### config.mk
export PLATFORM = sky130hd
export DESIGN_NAME = lcd_px_sink
export DESIGN_NICKNAME = d
export VERILOG_FILES = /design/src/rtl/lcd_px_sink.sv
export SDC_FILE = /design/constraint.sdc
export NUM_CORES = 1
export LEC_CHECK = 0
export BUFFER_PORTS_ARGS = -buffer_cell sky130_fd_sc_hd__buf_2
export CORE_ASPECT_RATIO = 1.25
export CORE_MARGIN = 2
export CORE_UTILIZATION = 62
export DETAILED_ROUTE_END_ITERATION = 12
export PLACE_DENSITY = 0.8
export SYNTH_ARGS = -nofsm -noshare
export SYNTH_HDL_FRONTEND = slang
export SYNTH_SLANG_ARGS = --single-unit
### constraint.sdc
create_clock -name clk -period 3.8 [get_ports clk]
set_input_delay 1.14 -clock clk [delete_from_list [all_inputs] [get_ports clk]]
set_output_delay 1.14 -clock clk [all_outputs]
set_load 0.005 [all_outputs]
### src/rtl/lcd_px_sink.sv
// Pixel sink for the PPU stream: packs four 2-bit shades per byte and writes them
// into a double-buffered 160x144 framebuffer, swapping banks after V-blank.
module lcd_px_sink #(
    parameter int FIFO_DEPTH = 8,
    parameter int FB_AW      = 14,
    parameter int BANK1_BASE = 5760
) (
    input  logic             clk,
    input  logic             rst,
    input  logic [1:0]       PX_OUT,
    input  logic             PX_valid,
    input  logic [1:0]       PPU_MODE,
    input  logic             LCD_EN,
    output logic             FB_WE,
    output logic [FB_AW-1:0] FB_ADDR,
    output logic [7:0]       FB_DATA,
    input  logic             FB_READY,
    output logic             DISP_BANK,
    output logic             FRAME_DONE,
    output logic             OVF,
    output logic             FRAME_ERR
);

    localparam int PW = (FIFO_DEPTH > 1) ? $clog2(FIFO_DEPTH) : 1;
    localparam logic [PW:0]       DEPTH_C = FIFO_DEPTH[PW:0];
    localparam logic [FB_AW-1:0]  BANK1   = BANK1_BASE[FB_AW-1:0];

    logic [7:0]       x, y;
    logic [5:0]       pack;
    logic             swap_pending, addr_bank, disp_bank, frame_done;
    logic             ovf, frame_err, prev_vb, lcd_en_q;
    logic [FB_AW-1:0] mem_addr [FIFO_DEPTH];
    logic [7:0]       mem_data [FIFO_DEPTH];
    logic [PW-1:0]    wr_ptr, rd_ptr;
    logic [PW:0]      count;

    logic             mode_vb, px_live, accept, late_px, vb_entry, lcd_fall;
    logic             pack_done, pop, push_ok, push_drop;
    logic [FB_AW-1:0] bank_base, y_ext, push_addr;
    logic [7:0]       push_byte;

    always_comb begin
        mode_vb   = (PPU_MODE == 2'd1);
        px_live   = PX_valid && LCD_EN && !mode_vb;
        accept    = px_live && (y < 8'd144);
        late_px   = px_live && (y == 8'd144);
        vb_entry  = mode_vb && !prev_vb && LCD_EN;
        lcd_fall  = lcd_en_q && !LCD_EN;
        pack_done = accept && (x[1:0] == 2'b11);
        // Write port: FB_WE is valid, a beat moves on any edge with FB_WE && FB_READY,
        // and the head entry is held unchanged in the FIFO until that edge.
        pop       = (count != '0) && FB_READY;
        push_ok   = pack_done && ((count < DEPTH_C) || pop);
        push_drop = pack_done && !push_ok;
        bank_base = addr_bank ? BANK1 : '0;
        y_ext     = {{(FB_AW-8){1'b0}}, y};
        push_addr = bank_base + (y_ext << 5) + (y_ext << 3) + {{(FB_AW-6){1'b0}}, x[7:2]};
        push_byte = {pack, PX_OUT};
    end

    // Frame geometry, packing and bank control.
    always_ff @(posedge clk) begin
        if (rst) begin
            x            <= '0;
            y            <= '0;
            pack         <= '0;
            swap_pending <= 1'b0;
            addr_bank    <= 1'b1;
            disp_bank    <= 1'b0;
            frame_done   <= 1'b0;
            frame_err    <= 1'b0;
            prev_vb      <= 1'b1;
            lcd_en_q     <= 1'b0;
        end else begin
            prev_vb    <= mode_vb;
            lcd_en_q   <= LCD_EN;
            frame_done <= 1'b0;
            if (lcd_fall) begin
                x            <= '0;
                y            <= '0;
                pack         <= '0;
                swap_pending <= 1'b0;
                addr_bank    <= ~disp_bank;
            end else if (vb_entry) begin
                if ((y != 8'd144) || (x != 8'd0))
                    frame_err <= 1'b1;
                swap_pending <= 1'b1;
                x            <= '0;
                y            <= '0;
                pack         <= '0;
                // New pixels target the bank the display is about to release.
                addr_bank    <= disp_bank;
            end else begin
                if (accept) begin
                    case (x[1:0])
                        2'd0:    pack[5:4] <= PX_OUT;
                        2'd1:    pack[3:2] <= PX_OUT;
                        2'd2:    pack[1:0] <= PX_OUT;
                        default: ;
                    endcase
                    if (x == 8'd159) begin
                        x <= '0;
                        y <= y + 8'd1;
                    end else begin
                        x <= x + 8'd1;
                    end
                end
                if (late_px)
                    frame_err <= 1'b1;
                if (swap_pending && (count == '0)) begin
                    disp_bank    <= ~disp_bank;
                    frame_done   <= 1'b1;
                    swap_pending <= 1'b0;
                end
            end
        end
    end

    // Packed-byte write FIFO; the head lives in registers and drives the port directly.
    always_ff @(posedge clk) begin
        if (rst) begin
            wr_ptr <= '0;
            rd_ptr <= '0;
            count  <= '0;
            ovf    <= 1'b0;
            for (int i = 0; i < FIFO_DEPTH; i++) begin
                mem_addr[i] <= '0;
                mem_data[i] <= '0;
            end
        end else begin
            if (push_ok) begin
                mem_addr[wr_ptr] <= push_addr;
                mem_data[wr_ptr] <= push_byte;
                wr_ptr           <= wr_ptr + 1'b1;
            end
            if (pop)
                rd_ptr <= rd_ptr + 1'b1;
            if (push_drop)
                ovf <= 1'b1;
            case ({push_ok, pop})
                2'b10:   count <= count + 1'b1;
                2'b01:   count <= count - 1'b1;
                default: ;
            endcase
        end
    end

    assign FB_WE      = (count != '0);
    assign FB_ADDR    = mem_addr[rd_ptr];
    assign FB_DATA    = mem_data[rd_ptr];
    assign DISP_BANK  = disp_bank;
    assign FRAME_DONE = frame_done;
    assign OVF        = ovf;
    assign FRAME_ERR  = frame_err;

endmodule

==> results.cfg, run 1 <==
[final_layout]
drive_gt1_frac = 0.209
finalNetCount = 859
antenna_cells = 0
final_cell_area_mm2 = 0.0114
area_growth_pct = 11.5

[timing]
report.final.slew_viol_count = 0
rsz0062_at_grt = no
period_share = 0.911
final.setup_skew_ps = 18.4
setup_viol = 0
tns_ps = 0
hold_viol = 0
tightest_slew_ps = 821
clock.fmax_mhz = 289
relSlewSlack = 0.451
min_period_ps = 3460

[worst_hold_path]
hp-class = reg2reg
holdPathStages = 2
min_from = swap_pending$_SDFFE_PP0P_

[grt]
grt-busiest-layer = met2
gr-usage-met1 = 0.323
grt_pass1_wl_mm = 34.6
grt_use_total = 0.254
grt_max_degree = 45
antenna_found_initial = 0
grt_use_met2 = 0.450
grt_util_met3 = 0.0336
grt-ovfl-total = 0
grt_pass1_vias = 6748

[setup_path]
required_ps = 2660
critPathBufInv = 2
reg2reg_from = y[0]$_SDFFE_PP0P_
cpPeakStageDelay_ps = 560
critPathTopFamily = multiplexers
cp-end-kind = output port
worst-r2r-setup-slack_ps = 590
path_max_fanout = 21
cp.arrival_ps = 2320
start_kind = flop
worst-path-stages = 4
rr_worst_depth = 9
critPathKind = reg2out
slowest_stage = dfxtp_2
crit_chain = buf_12, mux4_2, mux2_2, buf_2

[routing]
drt_pass1_iterations = 5
via_per_inst = 6.15
drtIter0Drc = 491
drtAntennaViolNets = 0
via_count = 6474
totalWireLength_mm = 21.9
drt-wirelength-per-cell_um = 20.8
route.detailed.drc = 0

[floorplan]
start_util = 0.632
die_area_mm2 = 0.0176
io_pins = 36
coreArea_mm2 = 0.0162
die_y_um = 148
rows = 52
die_w_um = 119

[clocking]
cts_sinks = 219
cts_root_buf = clkbuf_16
h-tree-depth = 1
cts_tree = built
clk_path_buf_depth = 3
cts_buffers = 21
cts_resized = 0
post_cts_buffers = 0
clk_pin_slew_worst_paths_ps = 60
clk_latency_ps = 500
cts_hold_buf = 0

[synth]
synth_nets = 815
yosys-top-cells-count = 176 x edfxtp_1, 106 x nor2_1, 83 x and3_1
synth_top_area_share = 0.516
synth.yosys.warnings = 0
synth-edff-count = 176
syn_area_mm2 = 0.0102
synth_top_cell_by_area = edfxtp_1
yosys-top-cells-area = edfxtp_1 52%, mux4_2 9.7%, dfxtp_1 8.4%
synth_cell_type_count = 49
synthArstFlopShare = 0
syn_inst = 777
synth_area_per_cell_um2 = 13.2
yosysMostFrequentCell = edfxtp_1
synth-seq-cells = 219
seq_area_frac_synth = 0.600
synth_flop_cell = edfxtp_1

[placement]
gp_congestion = 0.872
dp.final_hpwl_mm = 14.1
port_buffers = 35
placed_area_mm2 = 0.0108

[run_status]
status = complete, no violations

[power_and_ir_drop]
ir_drop_v = 0.000347
leakagePower_uw = 0.00442
powerDensity_mw_per_mm2 = 416
p_total_uw = 4750

[flow_run]
max_cap_viol_count = 0
-- power by group --
group | total (uW) | internal, uW | leakage [uW] | switching [uW]
sequential | 2700 | 2670 | 0.00208 | 29.1
clock | 1880 | 1020 | 0.000302 | 861
combinational | 171 | 65.7 | 0.00204 | 105
-- flip-flops by register name, indices dropped and copies added, names as in the netlist, 3 cells and up, named ones only --
| register | flops |
|---|---|
| pack | 6 |
| mem_data | 64 |
| rd_ptr | 3 |
| count | 4 |
| mem_addr | 112 |
| y | 8 |
| x | 8 |
| wr_ptr | 3 |
-- worst register-to-register path: stages, from the launching register on --
cell,delay [ps]
dfxtp_1,430
inv_1,110
fa_1,600
inv_1,60
ha_1,280
a21oi_1,220
o211ai_1,210
a2bb2oi_1,230
xor2_1,680
nor2_1,110
-- layer usage --
| layer | routed length [um] | vias to the layer above |
|---|---|---|
| met5 | 0 | - |
| li1 | - | 2942 |
| met4 | 554 | 0 |
| met3 | 1590 | 51 |
| met2 | 11400 | 280 |
| met1 | 8270 | 3201 |
-- per-stage QoR --
stage               hold slack [ps]  utilization  instances  setup WS [ps]
CTS                             461        0.705       1052            293
floorplan                       423            -        777            310
global placement                442        0.667       1014            295
finish                          459        0.705       1052            338
global route                    488        0.705       1052            245
detailed placement              449        0.667       1014            155
-- placed cells by master, fill, tap and decap left out, types with 6 or more instances in the layout --
cell type | netlist | layout
buf_2 | 8 | 35
xor2_1 | 13 | 13
mux4_2 | 44 | 44
and3_1 | 83 | 83
xnor2_1 | 11 | 11
nand3_1 | 16 | 16
inv_1 | 26 | 26
dfxtp_1 | 43 | 41
nand2_1 | 39 | 39
and2_1 | 30 | 30
edfxtp_1 | 176 | 176
nor2_1 | 106 | 106
buf_4 | 1 | 29
mux2_2 | 23 | 23
nand4_1 | 6 | 6
clkbuf_16 | 0 | 21
ha_1 | 24 | 24
a21oi_1 | 25 | 25
o21ai_0 | 8 | 8
-- cell families (layout without fill, tap and decap cells) --
kind of cell / Yosys count / count (layout) / synth area share
buf+inv: 73 / 132 / 0.0281
xor+xnor: 24 / 24 / 0.0205
compound gates: 50 / 50 / 0.0295
flops: 219 / 219 / 0.600
simple gates: 312 / 312 / 0.158
mux: 70 / 70 / 0.125
fa+ha+maj: 29 / 29 / 0.0391
-- cell type report --
cell class	count	area, um^2
Multi-Input combinational cell	485	3810
Clock inverter	15	82.6
Inverter	26	97.6
Sequential cell	219	6150
Clock buffer	23	533
Tap cell	216	270
Timing Repair Buffer	68	473
Fill cell	1032	4790
-- path summary, 6_finish.rpt --
| kind | to |
|---|---|
| max | FB_ADDR[7] |
| min | FRAME_DONE$_SDFF_PP0_ |
| max reg2reg | mem_addr[0][13]$_SDFFCE_PN0P_ |
| min reg2reg | FRAME_DONE$_SDFF_PP0_ |
Power figures use the tool's default switching activity.
==> run 2: changes to the inputs <==
--- a/config.mk
+++ b/config.mk
@@ -10,6 +10,7 @@
 export CORE_MARGIN = 2
 export CORE_UTILIZATION = 62
 export DETAILED_ROUTE_END_ITERATION = 12
+export MAX_ROUTING_LAYER = met4
 export PLACE_DENSITY = 0.8
 export SYNTH_ARGS = -nofsm -noshare
 export SYNTH_HDL_FRONTEND = slang
==> run 2 against run 1 <==
Effect of this change:
- total power about the same
- utilization unchanged
- wire length about the same
- final area unchanged
- via count up 0.76%
- largest power group unchanged
==> results.cfg, run 2 (same netlist as run 1, synthesis figures left out) <==
[grt]
grt_pass1_wl_mm = 34.6
grt_pass1_vias = 6752
grt-ovfl-total = 0
antenna_found_initial = 0
grt_max_degree = 45
grt_use_total = 0.262

[setup_path]
cp-end-kind = output port
required_ps = 2660
start_kind = flop
cp.arrival_ps = 2330
critPathKind = reg2out
path_max_fanout = 21

[placement]
placed_area_mm2 = 0.0108
pre_cts_slack_ps = 155
port_buffers = 35
dp.final_hpwl_mm = 14.1
gp_congestion = 0.887

[timing]
rsz0062_at_grt = no
relSlewSlack = 0.440
clock.fmax_mhz = 289
final.setup_skew_ps = 18.9
hold_viol = 0
tightest_slew_ps = 837
tns_ps = 0
min_period_ps = 3470
period_share = 0.912
fin_ws_ps = 334
report.final.slew_viol_count = 0
setup_viol = 0

[clocking]
cts_sinks = 219
cts_root_buf = clkbuf_16
h-tree-depth = 1
clk_path_buf_depth = 3
cts_hold_buf = 0
cts_tree = built
post_cts_buffers = 0
clk_latency_ps = 500
clk_pin_slew_worst_paths_ps = 60
cts_resized = 0
cts_buffers = 21

[routing]
wirelength_met1_mm = 8.11
drt-wirelength-per-cell_um = 20.8
highest_layer = met4
met2_length_mm = 11.4
drtAntennaViolNets = 0
via_count = 6523
route.detailed.drc = 0
drt_pass1_iterations = 5
via_per_inst = 6.20
totalWireLength_mm = 21.8
drtIter0Drc = 511
wl_met3_mm = 1.75

[floorplan]
rows = 52
io_pins = 36
die_y_um = 148
die_w_um = 119
coreArea_mm2 = 0.0162
die_area_mm2 = 0.0176
start_util = 0.632

[final_layout]
finalNetCount = 859
fill_cells = 1032
final_cell_mix = 176 x edfxtp_1, 106 x nor2_1, 83 x and3_1, 44 x mux4_2, 41 x dfxtp_1
reg_top3 = mem_addr: 112 flops, mem_data: 64 flops
largest_reg_flops = 112
antenna_cells = 0
regMostFlops = mem_addr
final_common_cell = edfxtp_1
drive_gt1_frac = 0.209
seq_area_mm2 = 0.00615
final_cell_area_mm2 = 0.0114
area_growth_pct = 11.5
multi_input_area_mm2 = 0.00381

[power_and_ir_drop]
ir_drop_v = 0.000344
p_total_uw = 4750
leakagePower_uw = 0.00442
powerDensity_mw_per_mm2 = 416

[flow_run]
max_cap_viol_count = 0

[run_status]
status = complete, no violations

[worst_hold_path]
hp-class = reg2reg
-- run 2: cell counts in the layout (fill, tap and decap cells not counted) --
No cell type changed its count.
-- run 2: through the flow --
stage,hold slack (ps),std cells,util
floorplan,423,777,-
global placement,442,1014,0.667
detailed placement,449,1014,0.667
CTS,461,1052,0.705
global route,488,1052,0.705
finish,463,1052,0.705
-- run 2: path summary, 6_finish.rpt --
| path | start | end | slack [ps] | depth (start not counted) |
|---|---|---|---|---|
| hold / removal | swap_pending$_SDFFE_PP0P_ | FRAME_DONE$_SDFF_PP0_ | 460 | 2 |
| setup / recovery | flop | FB_ADDR[7] | 330 | 4 |
| hold reg to reg | swap_pending$_SDFFE_PP0P_ | FRAME_DONE$_SDFF_PP0_ | 460 | 2 |
| setup reg to reg | y[0]$_SDFFE_PP0P_ | mem_addr[0][13]$_SDFFCE_PN0P_ | 560 | 9 |
-- run 2: per-layer routing --
metal / GRT usage / up-vias
met5: - / -
met4: 0.0905 / 0
met1: 0.325 / 3196
li1: - / 2937
met3: 0.0336 / 53
met2: 0.448 / 337
-- run 2: report_power, final --
part	leakage, uW	internal (uW)	switching, uW	total [uW]
clock network	0.000302	1020	864	1880
registers	0.00208	2670	28.9	2690
logic	0.00204	65.7	105	171
total	0.00442	3750	998	4750
-- run 2: critical path: stages, from the launching register on --
cell and delay (ps):
dfxtp_2 560, buf_12 260, mux4_2 550, mux2_2 300, buf_2 130
-- run 2: final cells by class --
class                      count  share of cell area
clock buffer                  23              0.0467
clock inverter                15             0.00723
inverter                      26             0.00855
multi-input combinational    485               0.334
sequential                   219               0.539
tap                          216              0.0237
timing repair buffer          68              0.0414
